File: config.mk
export PLATFORM = sky130hd
export DESIGN_NAME = pc_sequencer_flat
export DESIGN_NICKNAME = d
export VERILOG_FILES = /design/src/rtl/pc_sequencer_if.sv /design/src/rtl/pc_sequencer.sv /design/src/flat_wrapper.sv
export SDC_FILE = /design/constraint.sdc
export NUM_CORES = 1
export LEC_CHECK = 0
export ABC_AREA = 1
export CORE_AREA = 5 5 146 148
export DETAILED_ROUTE_END_ITERATION = 16
export DIE_AREA = 0 0 151 153
export PLACE_DENSITY = 0.65
export SLEW_MARGIN = 0
export SYNTH_ARGS = -nofsm -noshare
export SYNTH_HDL_FRONTEND = slang
export SYNTH_SLANG_ARGS = --single-unit
File: constraint.sdc
create_clock -name clk -period 11.1 [get_ports clk]
set_input_delay 1.11 -clock clk [delete_from_list [all_inputs] [get_ports clk]]
set_output_delay 1.11 -clock clk [all_outputs]
set_load 0.01 [all_outputs]
File: src/rtl/pc_sequencer_if.sv
// Fetch-path bundle: redirect inputs, instruction-memory handshake and decode-side instruction outputs.
// Ports: master = sequencer side (drives imem_req/imem_addr/inst_*/pc); slave = core/memory environment side.
// The sequencer has no backpressure of its own; the environment stalls it via stall and imem_ack.
interface pc_sequencer_if;
    // redirect and decode control
    logic        stall;
    logic        branch_taken;
    logic [31:0] branch_target;
    logic        jump;
    logic [31:0] jump_target;
    logic        exc;
    // instruction memory handshake
    logic        imem_req;
    logic [31:0] imem_addr;
    logic        imem_ack;
    logic [31:0] imem_rdata;
    // instruction delivered to decode
    logic        inst_valid;
    logic [31:0] inst;
    logic [31:0] inst_pc;
    logic [31:0] pc;

    modport master (
        input  stall, branch_taken, branch_target, jump, jump_target, exc,
        input  imem_ack, imem_rdata,
        output imem_req, imem_addr, inst_valid, inst, inst_pc, pc
    );

    modport slave (
        output stall, branch_taken, branch_target, jump, jump_target, exc,
        output imem_ack, imem_rdata,
        input  imem_req, imem_addr, inst_valid, inst, inst_pc, pc
    );
endinterface

File: src/rtl/pc_sequencer.sv
// Program counter owner and instruction fetch sequencer: one outstanding imem request, redirect handling.
// Latency: imem_ack at edge N gives inst_valid at N+1; one instruction per 2 cycles at best.
// Backpressure: stall holds the delivered instruction; imem address held stable until imem_ack.
// Ports: clk, rst (async active-high), io (pc_sequencer_if.master) carrying all fetch/decode signals.
module pc_sequencer #(
    parameter logic [31:0] RESET_PC = 32'h0000_0000,
    parameter logic [31:0] EXC_VEC  = 32'h0000_0180,
    parameter logic [31:0] PC_STEP  = 32'd4
) (
    input  logic               clk,
    input  logic               rst,
    pc_sequencer_if.master     io
);

    typedef enum logic [1:0] {
        BOOT    = 2'd0,
        FETCH   = 2'd1,
        DELIVER = 2'd2
    } state_t;

    state_t      state_q, state_d;
    logic [31:0] pc_q, pc_d;
    logic [31:0] inst_q, inst_d;
    logic [31:0] inst_pc_q, inst_pc_d;
    logic        inst_valid_q, inst_valid_d;
    logic        redir_pend_q, redir_pend_d;
    logic [31:0] redir_pc_q, redir_pc_d;

    logic        redir;
    logic [31:0] redir_raw;
    logic [31:0] redir_tgt;
    logic        imem_req;

    // exc > jump > branch; targets are always word aligned
    assign redir     = io.exc | io.jump | io.branch_taken;
    assign redir_raw = io.exc  ? EXC_VEC :
                       io.jump ? io.jump_target : io.branch_target;
    assign redir_tgt = redir_raw & ~32'h3;

    always_ff @(posedge clk or posedge rst) begin
        if (rst) begin
            state_q      <= BOOT;
            pc_q         <= RESET_PC;
            inst_q       <= '0;
            inst_pc_q    <= '0;
            inst_valid_q <= 1'b0;
            redir_pend_q <= 1'b0;
            redir_pc_q   <= '0;
        end else begin
            state_q      <= state_d;
            pc_q         <= pc_d;
            inst_q       <= inst_d;
            inst_pc_q    <= inst_pc_d;
            inst_valid_q <= inst_valid_d;
            redir_pend_q <= redir_pend_d;
            redir_pc_q   <= redir_pc_d;
        end
    end

    always_comb begin
        state_d      = state_q;
        pc_d         = pc_q;
        inst_d       = inst_q;
        inst_pc_d    = inst_pc_q;
        inst_valid_d = inst_valid_q;
        redir_pend_d = redir_pend_q;
        redir_pc_d   = redir_pc_q;
        imem_req     = 1'b0;

        unique case (state_q)
            BOOT: begin
                state_d = FETCH;
            end
            FETCH: begin
                imem_req = 1'b1;
                if (!io.imem_ack) begin
                    // Request in flight: the address must not move, so park the redirect.
                    if (redir) begin
                        redir_pend_d = 1'b1;
                        redir_pc_d   = redir_tgt;
                    end
                end else if (redir) begin
                    // Returning word is stale; a same-cycle redirect beats any parked one.
                    pc_d         = redir_tgt;
                    redir_pend_d = 1'b0;
                end else if (redir_pend_q) begin
                    pc_d         = redir_pc_q;
                    redir_pend_d = 1'b0;
                end else begin
                    inst_d       = io.imem_rdata;
                    inst_pc_d    = pc_q;
                    pc_d         = pc_q + PC_STEP;
                    inst_valid_d = 1'b1;
                    state_d      = DELIVER;
                end
            end
            DELIVER: begin
                if (redir) begin
                    inst_valid_d = 1'b0;
                    pc_d         = redir_tgt;
                    state_d      = FETCH;
                end else if (!io.stall) begin
                    inst_valid_d = 1'b0;
                    state_d      = FETCH;
                end
            end
            default: begin
                state_d = BOOT;
            end
        endcase
    end

    assign io.imem_req   = imem_req;
    assign io.imem_addr  = pc_q;
    assign io.pc         = pc_q;
    assign io.inst_valid = inst_valid_q;
    assign io.inst       = inst_q;
    assign io.inst_pc    = inst_pc_q;

endmodule

File: src/flat_wrapper.sv
// flat-port wrapper written by rule: the top's interface ports become plain ports
module pc_sequencer_flat 
#(
    parameter logic [31:0] RESET_PC = 32'h0000_0000,
    parameter logic [31:0] EXC_VEC  = 32'h0000_0180,
    parameter logic [31:0] PC_STEP  = 32'd4
)
  (clk, rst, io_stall, io_branch_taken, io_branch_target, io_jump, io_jump_target, io_exc, io_imem_ack, io_imem_rdata, io_imem_req, io_imem_addr, io_inst_valid, io_inst, io_inst_pc, io_pc);
  pc_sequencer_if io_i ();
  input  logic clk;
  input  logic rst;
  input wire logic [$bits(io_i.stall)-1:0] io_stall;
  input wire logic [$bits(io_i.branch_taken)-1:0] io_branch_taken;
  input wire logic [$bits(io_i.branch_target)-1:0] io_branch_target;
  input wire logic [$bits(io_i.jump)-1:0] io_jump;
  input wire logic [$bits(io_i.jump_target)-1:0] io_jump_target;
  input wire logic [$bits(io_i.exc)-1:0] io_exc;
  input wire logic [$bits(io_i.imem_ack)-1:0] io_imem_ack;
  input wire logic [$bits(io_i.imem_rdata)-1:0] io_imem_rdata;
  output wire logic [$bits(io_i.imem_req)-1:0] io_imem_req;
  output wire logic [$bits(io_i.imem_addr)-1:0] io_imem_addr;
  output wire logic [$bits(io_i.inst_valid)-1:0] io_inst_valid;
  output wire logic [$bits(io_i.inst)-1:0] io_inst;
  output wire logic [$bits(io_i.inst_pc)-1:0] io_inst_pc;
  output wire logic [$bits(io_i.pc)-1:0] io_pc;
  assign io_i.stall = io_stall;
  assign io_i.branch_taken = io_branch_taken;
  assign io_i.branch_target = io_branch_target;
  assign io_i.jump = io_jump;
  assign io_i.jump_target = io_jump_target;
  assign io_i.exc = io_exc;
  assign io_i.imem_ack = io_imem_ack;
  assign io_i.imem_rdata = io_imem_rdata;
  assign io_imem_req = io_i.imem_req;
  assign io_imem_addr = io_i.imem_addr;
  assign io_inst_valid = io_i.inst_valid;
  assign io_inst = io_i.inst;
  assign io_inst_pc = io_i.inst_pc;
  assign io_pc = io_i.pc;
  pc_sequencer #(.RESET_PC(RESET_PC), .EXC_VEC(EXC_VEC), .PC_STEP(PC_STEP)) u_core (.clk(clk), .rst(rst), .io(io_i));
endmodule
==> results.md, run 1 <==
- The final routed wirelength across all metal layers is 21.8 mm.
- The capturing element of the worst setup path is u_core.io.imem_addr[13].
- Ranked by total cell area, the synthesized netlist is headed by sky130_fd_sc_hd__dfrtp_1 46%, sky130_fd_sc_hd__nand2_1 12%, sky130_fd_sc_hd__o21ai_0 7.8%.
- The top cell type by area accounts for 46.0% of the synthesized area.
- The floorplan step defined a core boundary enclosing 19900 sq um.
- For the final routed database, the setup TNS stands at 0 ns.
- After detailed routing, the number of remaining DRC violations is 0.
- The final setup skew is roughly 0.011 ns.
- The delay contributed by the slowest stage of the critical path is 0.54 ns.
- The total overflow reported by the global router is 0.
- The clock passes through at most 2 buffers.
- The area added between synthesis and finish is 40.5%.
- The count of antenna-violating nets left after detailed routing is 0.
- The worst setup path is launched from a primary input.
- Dividing the detail-routed via count by the number of cells gives 4.76.
- The number of global-route vias before repair was 6195.
- The total half-perimeter wirelength after legalization and detailed placement is 16.1 mm.
- The critical hold path startpoint is u_core.io.inst_pc[4].
- In this run, the number of DRC markers left after iteration 0 of detailed routing was 400.
- The reg-to-reg endpoint is u_core.io.inst[9].
- The final route contains about 6400 vias.
- Once placement finished, the instance area stood at 9020 sq um.
- The die outline width is 151 um.
- The number of synthesized register bits is 126.
- The power share of the combinational group is 44.1%.
- The number of nets in the finished design is roughly 1200.
- The time the final worst path needs with I/O delays and setup is around 3.0 ns.
- The number of pins exceeding their max-slew limit in the final report came to 0.
- Grouping stages by cell kind, the critical path spends the most delay in buffers and inverters.
- The clock share of power is 22.1%.
- At the end of routability-driven placement, the weighted congestion stood at 0.837.
- The sequential share of power is between 30% and 40%.
- The data arrival time of the critical path is 3.34 ns.
- The worst setup path startpoint is io_jump.
- The number of gates resized after cts is 0.
- Cells fill between 40% and 50% of the core in the end.
- After detailed routing, the average wire length per cell comes to 16.2 um.
- The clock transition time at the flip-flop clock pins of the worst setup and hold paths is 0.05 ns.
- Setup repair after global routing left no endpoint under its margin.
- The share of total power consumed by net switching is 38.3%.
- The critical path goes through clkdlybuf4s50_1 -> buf_4 -> inv_1 -> o21ai_0 -> o21ai_0 -> a21oi_1 -> nor2_1.
- The maximum resistive drop on vdd is roughly 0.10 mV.
- Synthesis instantiated 28 different standard cells from the library.
- The source-to-sink clock delay at the later pin of the worst-skew pair is 0.41 ns.
- The leading area contributor after synthesis is sky130_fd_sc_hd__dfrtp_1.
- The type of the tightest min-delay check is reg2reg.
- The critical path crosses 7 cells after its start point.
- Setup violations remaining at the end of the flow were counted as 0.
- The finished cells cover roughly 9600 sq um.
- In the layout the commonest cells are 222 x sky130_fd_sc_hd__clkdlybuf4s50_1, 212 x sky130_fd_sc_hd__nand2_1, 142 x sky130_fd_sc_hd__nor2_1.
- The antenna diode count is 0.
- The buffering stage count on the worst path with inverters included is 3.
- The worst slack on hold paths is 0.480 ns.
- In this run the core area contains 52 standard-cell rows.
- After filler insertion, the fill cell instance count of the layout stands at 1991.
- A synthesized cell averages 7.71 sq um.
- The hold buffer count at CTS is 0.
- For the worst flop-to-flop path, the logic depth is 4.
- The I/O pin total is 233.
- The power spent charging and discharging nets is 0.984 mW.
- The internal power of the cells totals approximately 1.6 mW.
- Buffers placed on the I/O ports in this run total around 220.
- The count of final hold-check violations is 0.
- The data required time of the worst path is around 11 ns.
- Across the whole layout, storage elements account for 3150 sq um.
- The max capacitance violation total is 0.
- The static leakage is 4.26 nW.
- The full die area is 23100 sq um.
- Counting every instance in the synthesized netlist gives 889.
- The critical path is of the in2reg type.
- For flop-to-flop paths, the worst setup slack is ~8.3 ns.
- The number of antenna violations at the first check in global routing is 0.
- The TritonCTS clock tree is yes.
- The run finished with clean final reports.
- The library cell contributing the largest single delay on the critical path is sky130_fd_sc_hd__o21ai_0.
- Entering global routing, the biggest net connects 94 pins.
- The overall routing resource usage is 18.4%.
- The worst register-to-register path begins at u_core.redir_pend_q.
- The share of the yosys chip area belonging to registers is 46.0%.
- Before antenna repair, the detailed router went through 5 iterations.
- The maximum net fanout on the critical path is 32.
- Power comes to 2.57 mW.
- The slew of the pin with the lowest slew margin is 1.04 ns.
- The library cell used most frequently in the layout, excluding fill and tap cells, is sky130_fd_sc_hd__clkdlybuf4s50_1.
- Headroom to the max-slew limit came out at 30.8%.
- The first global-routing pass estimated about 33 mm of wire.
- For this run, the number of Yosys warnings is 0.
- The type of element capturing the critical path is a flip-flop.
- Measured along the y axis, the die boundary spans 153 um.
- The most common cell type on the critical path is sky130_fd_sc_hd__o21ai_0.
- The combined area of all synthesized cells is 6850 sq um.
- The clock tree root buffer cell is sky130_fd_sc_hd__clkbuf_16.
- The clock drives approximately 130 sinks.
- For this design the ratio of total power to cell area is between 200 and 300 nW/um^2.
- The initial cell density of the core is between 30% and 40%.
- The maximum clock frequency is ~0.33 GHz.
- TritonCTS created 17 clock buffers.
- The final critical path takes up 27.4% of the cycle.
- The fraction of final layout cells sized beyond drive strength 1 is 7.05%.
- In the final layout, the multi-input gates occupy approximately 3000 sq um.
- The H-tree was split into 4 levels.
- After clock tree synthesis, the setup repair step added 0 buffers.
## worst register-to-register path: cells and delay by family (launching register included)
kind / cells / cell delay, ns
multiplexers: 1 / 0.53
buffers and inverters: 2 / 1.06
flip-flops: 1 / 0.99
AND/OR/NAND/NOR: 1 / 0.14
## layer usage
layer	global-route usage (%)	share of wire [%]	vias to the layer above
li1	-	-	3189
met1	25.5	46	2932
met3	4.35	8.2	37
met4	7.04	3.0	0
met2	27.9	43	263
met5	0	0	-
## Yosys cell counts
cell type                    n
sky130_fd_sc_hd__clkbuf_1   19
sky130_fd_sc_hd__mux2_2     23
sky130_fd_sc_hd__nand2_1   212
sky130_fd_sc_hd__o22ai_1     3
sky130_fd_sc_hd__nand3_1    37
sky130_fd_sc_hd__buf_1       1
sky130_fd_sc_hd__dfrtp_1   126
sky130_fd_sc_hd__a211oi_1    1
sky130_fd_sc_hd__o211ai_1    1
sky130_fd_sc_hd__xor2_1      4
sky130_fd_sc_hd__nor3_1      2
sky130_fd_sc_hd__buf_4      37
sky130_fd_sc_hd__nand3_2     1
sky130_fd_sc_hd__clkinv_1    1
sky130_fd_sc_hd__ha_1        4
sky130_fd_sc_hd__conb_1      1
sky130_fd_sc_hd__nor3_4      1
sky130_fd_sc_hd__inv_2       2
sky130_fd_sc_hd__a21oi_1    63
sky130_fd_sc_hd__nand4_1     1
sky130_fd_sc_hd__a22oi_1     6
sky130_fd_sc_hd__buf_6       3
sky130_fd_sc_hd__o21ai_0   107
sky130_fd_sc_hd__nor2_1    142
sky130_fd_sc_hd__inv_1      64
sky130_fd_sc_hd__buf_2      17
sky130_fd_sc_hd__mux2_4      9
sky130_fd_sc_hd__nand2_2     1
## metrics by stage
stage | instances | setup WS, ns
final | 1348 | 8.06
after global routing | 1348 | 7.87
after CTS | 1348 | 8.07
after detailed placement | 1316 | 7.66
after global placement | 1316 | 7.69
after floorplan | 894 | 6.63
## cells by family after synthesis
group	count (synthesis)	share of synthesized area, %
adder cells (fa/ha/maj)	4	0.730
other	1	0.0547
buffers and inverters	144	10.6
flip-flops	126	46.0
AND/OR/NAND/NOR	397	22.8
AO/OA/AOI/OAI	181	13.6
multiplexers	32	5.75
XOR/XNOR	4	0.511
## power groups by stage
stage / Clock [mW] / Combinational (mW) / Sequential (mW)
after floorplan: 0 / 0.563 / 0.873
after global placement: 0 / 1.12 / 0.868
after detailed placement: 0 / 1.13 / 0.876
after CTS: 0.575 / 1.14 / 0.870
after global routing: 0.602 / 1.24 / 0.901
final: 0.567 / 1.13 / 0.870
## state kept, by name, summed over array words and instances (netlist names)
signal and cells:
u_core.io.imem_addr 30, u_core.io.inst 32, u_core.io.inst_pc 30, u_core.io.inst_valid 1, u_core.redir_pc_q 30, u_core.redir_pend_q 1, u_core.state_q 2
## final cells by class
cell class                 count  share of cell area [%]
clock inverter                13                    1.72
multi-input combinational    624                    31.2
timing repair buffer         229                    23.6
sequential                   126                    32.7
inverter                      67                    2.64
tap                          270                    3.51
clock buffer                  19                    4.60
## worst min-delay path by stage
stage | endpoint | slack (ns) | depth (start not counted)
finish | u_core.io.inst_pc[4] | 0.48 | 2
global route | u_core.redir_pc_q[25] | 0.50 | 2
CTS | u_core.redir_pc_q[25] | 0.48 | 2
detailed placement | u_core.redir_pc_q[25] | 0.47 | 2
global placement | u_core.redir_pc_q[29] | 0.46 | 2
floorplan | u_core.redir_pc_q[5] | 0.45 | 2
Power figures use the tool's default switching activity.
==> run 2: changes to the inputs <==
--- a/config.mk
+++ b/config.mk
@@ -9,7 +9,7 @@
 export CORE_AREA = 5 5 146 148
 export DETAILED_ROUTE_END_ITERATION = 16
 export DIE_AREA = 0 0 151 153
-export PLACE_DENSITY = 0.65
+export PLACE_DENSITY = 0.67
 export SLEW_MARGIN = 0
 export SYNTH_ARGS = -nofsm -noshare
 export SYNTH_HDL_FRONTEND = slang
==> constraint.sdc (replaced) <==
create_clock -name clk -period 2.5 [get_ports clk]
set_input_delay 0.25 -clock clk [delete_from_list [all_inputs] [get_ports clk]]
set_output_delay 0.25 -clock clk [all_outputs]
set_load 0.01 [all_outputs]
==> run 2 against run 1 <==
Against the previous run: highest routed layer unchanged; die area did not move; sequential power rose to 4.4 times the previous value; worst setup slack worse by 7.6 ns; largest power group unchanged; worst hold slack worse by 0.19 ns; combinational power increased to 4.5 times the previous value; critical path depth grew 4; via count decreased by 0.12%; sequential share of layout area shrank 0.068 points; routed wire length fell by 2.3%.
==> results.md, run 2 (same netlist as run 1, synthesis figures left out) <==
- The deepest clock path buffer count is 2.
- The count of endpoints failing setup in the final report is 0.
- The total length of routed met2 wires is ~9.2 mm.
- For this run, the top clock speed supported by timing is 0.490 GHz.
- After global routing the overflow that remains totals 0.
- Broken down by cell family, the worst path's largest delay share belongs to simple AND/OR/NAND/NOR gates.
- The worst path setup slack after routing is around 0.46 ns.
- Setup repair after global routing left no endpoint under its margin.
- The clock transition time at the flip-flop clock pins of the worst setup and hold paths is approximately 0.05 ns.
- Counting buffers and inverters, the worst setup path is 11 cells deep.
- The cell-internal power is 6.91 mW.
- The share of total power consumed by net switching is about two fifths.
- The vias per cell is 4.74.
- Buffers inserted during clock tree synthesis total 17.
- The detailed router used layers up to and including met4.
- The areal power density over the cells is roughly 1200 nW/um^2.
- The I/O pin total is approximately 230.
- STA classifies the critical path startpoint as a flip-flop.
- The library cell contributing the largest single delay on the critical path is sky130_fd_sc_hd__dfrtp_1.
- The clock share of power is just over 20%.
- The sequential share of power is 34.0%.
- After clock tree synthesis, the flow added hold-fix buffers numbering 0.
- The minimum setup slack after placement is ~0.27 ns.
- Entering global routing, the biggest net connects approximately 100 pins.
- The post-detailed-route DRC marker count is 0.
- The power share of the combinational group is 45.8%.
- STA puts the critical path data required time at 2.83 ns.
- The floorplan step set the die width to 151 um.
- The number of gates resized after cts is 0.
- The tree is rooted in a sky130_fd_sc_hd__clkbuf_16.
- The buffering stage count on the worst path with inverters included is 1.
- The worst setup path is captured at a flip-flop.
- The maximum net fanout on the critical path is 6.
- In the layout the commonest cells are 222 x sky130_fd_sc_hd__clkdlybuf4s50_1, 212 x sky130_fd_sc_hd__nand2_1, 142 x sky130_fd_sc_hd__nor2_1.
- CTS saw 126 sinks.
- Detailed placement ended at an HPWL of about 16 mm.
- The area added between synthesis and finish is 40.8%.
- The floorplan die height is around 150 um.
- The signal on the critical path passes through ha_1 -> nand2_1 -> nor2_1 -> nand2_1 -> inv_1 -> nand2_1 -> nand2_1 -> nand2_1 -> o21ai_0 -> nand2_1 -> o21ai_0.
- The number of nets in the finished design is 1179.
- The depth of the most critical reg-to-reg path is 11.
- The run finished with clean final reports.
- The slew of the pin with the lowest slew margin is between 0.6 and 0.7 ns.
- The count of final hold-check violations was 0.
- The max capacitance violation total is 0.
- The max-slew headroom at the worst pin is between 50% and 60%.
- The worst path in the final design needs a cycle of 2.04 ns, including I/O delays and setup.
- The full die area is 23100 sq um.
- The number of vias in the routed layout is 6413.
- Summed over all nets, the switching power comes to 4.23 mW.
- The static leakage is 4.28 nW.
- The worst slack on hold paths is 0.294 ns.
- Dividing the final minimum period by the clock period gives just over 80%.
- After the first detailed-routing iteration, the DRC count stood at 483.
- The setup fix buffers added after clock tree synthesis is 0.
- The count of buffers inserted at the top-level ports is roughly 220.
- The repair_antennas step left the layout with diodes totalling 0.
- The routed wire length on met3 is 2.00 mm.
- The clock arrives with 0.00550 ns of skew.
- The detailed-route wire length on metal 1 is 9.64 mm.
- The library cell used most frequently in the layout, excluding fill and tap cells, is sky130_fd_sc_hd__clkdlybuf4s50_1.
- The number of pins exceeding their max-slew limit in the final report is 0.
- For this run, the detailed router's first-pass iteration total came to 6.
- At the later pin of the worst-skew pair, clock insertion delay measures 0.41 ns.
- The delay contributed by the slowest stage of the critical path is 0.47 ns.
- The core footprint is ~20000 sq um.
- The number of global-route vias before repair was 6019.
- Adding up every negative setup slack in the final design gives 0 ns.
- The first-pass GRT wire length is 33.0 mm.
- The design draws 11.1 mW.
- The count of standard-cell rows is 52.
- Once detail routing completed, the nets flagged for antenna violations numbered 0.
- TritonCTS built the clock tree.
- The routed length per instance is roughly 16 um.
- The number of H-tree levels is 4.
- The register with the most flip-flops in the layout has 32 of them.
- At the end of routability-driven placement, the weighted congestion stood at 0.872.
- The initial cell density of the core is between 30% and 40%.
- The fraction of final layout cells sized beyond drive strength 1 is roughly 7.4%.
- IR analysis of the VDD net gives a maximum drop of 0.400 mV.
- The final routed wirelength across all metal layers is roughly 21 mm.
- The number of antenna violations at the first check in global routing is 0.
- The most numerous cell type found on the critical path is sky130_fd_sc_hd__nand2_1.
- The overall routing resource usage is 18.2%.
- Data on the critical path arrives at its endpoint at 2.37 ns.
- The critical path is of the reg2reg type.
- In this run the worst hold path is classified as in2async.
[run 2: cell count changes in the layout (fill, tap and decap cells not counted)]
| cell | previous run | this run |
|---|---|---|
| sky130_fd_sc_hd__bufinv_16 | 3 | 0 |
| sky130_fd_sc_hd__clkinvlp_4 | 4 | 3 |
| sky130_fd_sc_hd__clkbuf_1 | 1 | 3 |
| sky130_fd_sc_hd__clkinv_2 | 2 | 3 |
| sky130_fd_sc_hd__clkinv_4 | 3 | 0 |
| sky130_fd_sc_hd__inv_6 | 1 | 0 |
| sky130_fd_sc_hd__inv_4 | 1 | 0 |
| sky130_fd_sc_hd__clkbuf_8 | 1 | 6 |
| sky130_fd_sc_hd__buf_4 | 7 | 12 |
| sky130_fd_sc_hd__buf_12 | 0 | 2 |
[run 2: final timing paths]
path                                              from  slack (ns)                       to
worst max-delay path            u_core.io.imem_addr[3]        0.46  u_core.io.imem_addr[14]
max in group asynchronous                          rst        1.72   u_core.io.imem_addr[6]
worst max register to register  u_core.io.imem_addr[3]        0.46  u_core.io.imem_addr[14]
min in group clk                      io_imem_rdata[4]        0.45        u_core.io.inst[4]
worst min-delay path                               rst        0.29       u_core.io.inst[27]
worst min register to register   u_core.io.inst_pc[11]        0.48    u_core.io.inst_pc[11]
[run 2: tightest hold or removal path, delay by kind of cell]
| kind | cells | cell delay [ns] |
|---|---|---|
| buf+inv | 3 | 0.84 |
[run 2: per-layer routing]
metal  track usage [%]  vias to the layer above
li1                  -                     3196
met4              6.56                        0
met3              4.97                       35
met1              25.1                     2896
met2              27.4                      286
met5                 0                        -
[run 2: power by group through the flow]
stage | combinational [mW] | sequential (mW) | clock (mW)
finish | 5.11 | 3.79 | 2.25
detailed placement | 5.14 | 3.82 | 0
CTS | 5.16 | 3.79 | 2.31
global placement | 5.07 | 3.79 | 0
floorplan | 2.50 | 3.87 | 0
global route | 5.61 | 3.92 | 2.40
[run 2: area by class of cell]
cell class                      count  area, sq um
Clock inverter                      5         30.0
Sequential cell                   126         3150
Multi-Input combinational cell    624         3000
Tap cell                          270          338
Clock buffer                       26          519
Inverter                           67          255
Timing Repair Buffer              236         2350
Fill cell                        2001        10300
[run 2: stage by stage]
step                instances  area, sq um  util (%)
finish                   1354         9650      48.5
global route             1354         9650      48.5
CTS                      1354         9650      48.5
detailed placement       1323         9100      45.7
global placement         1323         9100      45.7
floorplan                 894         6870         -
==> run 3: changes to the inputs <==
==> constraint.sdc (replaced) <==
create_clock -name clk -period 1.65 [get_ports clk]
set_input_delay 0.165 -clock clk [delete_from_list [all_inputs] [get_ports clk]]
set_output_delay 0.165 -clock clk [all_outputs]
set_load 0.01 [all_outputs]
==> run 3 against run 2 <==
Against the previous run: the flow now finishes with violations (setup timing); via count is 7.5% higher; total power is 68% higher; first-iteration DRC count is 15% lower; cell area is 13% higher; flip-flop and latch count stayed put; worst hold slack worse by 0.24 ns; non-clock buffer count is 92 higher; combinational power is 84% higher; cell count is 6.9% higher; largest cell class is now multi-input combinational cells.
==> results.md, run 3 (same netlist as run 1, synthesis figures left out) <==
- The sum of negative setup slack is -0.000412 ns.
- The antenna diode count is 0.
- The time the final worst path needs with I/O delays and setup is 1.65 ns.
- The analysis attributes to cell leakage a power of 5.01 nW.
- The floorplan step defined a core boundary enclosing 19900 sq um.
- The total CTS buffers is 17.
- Clock-pin slew was measured on the worst setup and hold paths at 0.06 ns.
- The tool flagged a number of max-cap violations equal to 0.
- The TritonCTS clock tree is yes.
- Setup repair after global routing could not meet its margin everywhere.
- Cells with a size suffix above 1 make up about a fifth of the layout.
- The number of H-tree levels is 4.
- The die is 151 um wide.
- The first-pass GRT wire length is 35.1 mm.
- The final setup skew is 0.00690 ns.
- The number of pins exceeding their max-slew limit in the final report is 0.
- In this run, the number of DRC markers left after iteration 0 of detailed routing was between 400 and 500.
- The congestion estimate from routability-driven global placement came to 0.908.
- The routed design has 23.5 mm of wire.
- The type of element capturing the critical path is a flip-flop.
- From bottom edge to top edge, the die measures 153 um.
- The number of antenna violations at the first check in global routing is 0.
- In the routed design, unresolved DRC markers number 0.
- The count of antenna-violating nets left after detailed routing is 0.
- The multi-input combinational cell area is roughly 3300 sq um.
- Across all hold checks on the routed design, the worst slack comes to 0.0560 ns.
- In this run the critical register-to-register path is captured at u_core.io.imem_addr[18].
- The routed length per instance is 16.3 um.
- The clock tree root buffer cell is sky130_fd_sc_hd__clkbuf_16.
- In this design, the stage delay of the slowest critical-path cell is roughly 0.39 ns.
- The signal on the critical path passes through ha_2 -> nand2_2 -> nor2_4 -> nand2_2 -> buf_4 -> nor2_1 -> nand2_1 -> nand3_2 -> nand2_1 -> a22oi_1.
- The floorplan step defined a die boundary enclosing about 23000 sq um.
- For the worst flop-to-flop path, the logic depth is 10.
- The areal power density over the cells is 1720 nW/um^2.
- The kind of critical path is reg2reg.
- Buffers inserted to repair hold after CTS numbered 0.
- The sequential cells in the finished layout cover a total of 3170 sq um.
- The maximum clock frequency is just over 0.6 GHz.
- For this configuration, the core starts out at a cell density of 34.4%.
- The count of buffers inserted at the top-level ports is 222.
- For the worst setup path, the data arrival time is 1.99 ns.
- The startpoint identified for the worst register-to-register timing path is u_core.io.imem_addr[2].
- The count of final hold-check violations came to 0.
- The critical path launch point type is a flip-flop.
- The flip-flop count of the largest register, all copies and words added is 32.
- Across all setup checks in the final design, the least slack found is -0.000412 ns.
- The run finished, with violations left.
- The clock passes through at most 2 buffers.
- The source-to-sink clock delay at the later pin of the worst-skew pair is around 0.42 ns.
- After detailed routing, the number of vias per cell comes to ~4.8.
- Entering global routing, the biggest net connects 53 pins.
- The final reports fail on setup timing.
- The library cell contributing the largest single delay on the critical path is sky130_fd_sc_hd__dfrtp_1.
- The final layout contains 1271 nets.
- The total number of clock tree sinks is 126.
- The most common cell after layout, fill and taps aside is sky130_fd_sc_hd__nand2_1.
- The maximum resistive drop on vdd is 0.612 mV.
- The number of fill cells is 1875.
- The number of global-route vias before repair is between 6000 and 7000.
- In this run the worst path has a maximum fanout of 4.
- After global routing the overflow that remains totals 0.
- The number of iterations in the first detailed-routing pass is 5.
- The count of standard-cell rows is between 50 and 60.
- The I/O pin total is 233.
- The worst hold path belongs to the class in2async.
- The overall routing resource usage is between 10% and 20%.
- Across all register-to-register paths, the minimum setup slack is -0.0004 ns.
- Dividing the final minimum period by the clock period gives 100%.
- The count of endpoints failing setup in the final report is 1.
- Data on the critical path is required at its endpoint by 1.99 ns.
- The wire-length estimate of the detail-placed layout is 17.7 mm.
- The library cells used most frequently in the layout, excluding fill and tap cells, are 203 x sky130_fd_sc_hd__nand2_1, 184 x sky130_fd_sc_hd__clkdlybuf4s50_1, 117 x sky130_fd_sc_hd__nor2_1.
- Relative to the synthesized area, the layout overhead comes to 58.9%.
- The number of vias in the routed layout is between 6000 and 7000.
run 3: cell count changes in the layout (fill, tap and decap cells not counted), moves of 8 or more:
cell                              previous run  this run
sky130_fd_sc_hd__a21oi_2                     0        10
sky130_fd_sc_hd__nor2_1                    142       117
sky130_fd_sc_hd__dlymetal6s2s_1              0        11
sky130_fd_sc_hd__dfrtp_2                     0        11
sky130_fd_sc_hd__dlygate4sd2_1               0        27
sky130_fd_sc_hd__dfrtp_1                   126       115
sky130_fd_sc_hd__nand2_1                   212       203
sky130_fd_sc_hd__a21oi_1                    63        52
sky130_fd_sc_hd__o21ai_0                   107        98
sky130_fd_sc_hd__clkdlybuf4s50_1           222       184
sky130_fd_sc_hd__o21ai_1                     0         8
sky130_fd_sc_hd__buf_4                      12        89
sky130_fd_sc_hd__nor2_2                      0        19
run 3: timing repair:
| item | in CTS | in global routing |
|---|---|---|
| buffers inserted | 11 | 7 |
| resized for setup | 42 | 101 |
| cloned | 0 | 5 |
| pin swaps | 0 | 16 |
| endpoints found under the setup margin | 113 | 140 |
run 3: how the worst max path moves through the flow:
stage	startpoint	endpoint	slack (ns)	depth (start not counted)
after floorplan	rst	u_core.io.imem_addr[10]	-0.07	1
after global placement	io_jump	u_core.io.imem_addr[6]	-0.16	7
after detailed placement	io_jump	u_core.io.inst_pc[23]	-0.20	8
after CTS	u_core.io.imem_addr[27]	io_pc[27]	0.001	1
after global routing	u_core.io.imem_addr[2]	u_core.io.imem_addr[18]	-0.13	9
final	u_core.io.imem_addr[2]	u_core.io.imem_addr[18]	-0.0004	10
run 3: metal layers:
metal | vias up | routed length (um) | GRT usage [%]
li1 | 3378 | - | -
met1 | 3181 | 10300 | 26.4
met2 | 312 | 10700 | 30.4
met3 | 24 | 2150 | 4.92
met4 | 0 | 337 | 5.05
met5 | - | 0 | 0
run 3: final cells by class:
| cell class | instances | share of cell area [%] |
|---|---|---|
| clock buffer | 20 | 4.20 |
| clock inverter | 12 | 1.47 |
| inverter | 67 | 2.44 |
| multi-input combinational | 624 | 29.9 |
| sequential | 126 | 29.1 |
| tap | 270 | 3.10 |
| timing repair buffer | 328 | 29.8 |
run 3: critical path, delay by kind of cell, from the launching register on:
kind                     cells  cell delay, ns
adder cells (fa/ha/maj)      1            0.21
buffers and inverters        1            0.15
AND/OR/NAND/NOR              7            0.64
flip-flops                   1            0.39
AO/OA/AOI/OAI                1            0.16
run 3: where the power goes:
group / internal, mW / switching [mW] / leakage (nW)
Combinational: 4.64 / 4.76 / 3.12
Sequential: 4.49 / 0.948 / 1.59
Clock: 2.46 / 1.43 / 0.289
run 3: through the flow:
step	area (sq um)	total power [mW]	setup WS (ns)	util, %	std cells
3_5_place_dp	9710	14.4	-0.199	48.7	1392
5_1_grt	10900	19.9	-0.127	54.7	1447
6_report	10900	18.7	-0.000412	54.7	1447
3_3_place_gp	9710	14.2	-0.157	48.7	1392
2_1_floorplan	6870	9.66	-0.0683	-	894
4_1_cts	10400	18.3	0.00107	52.2	1435
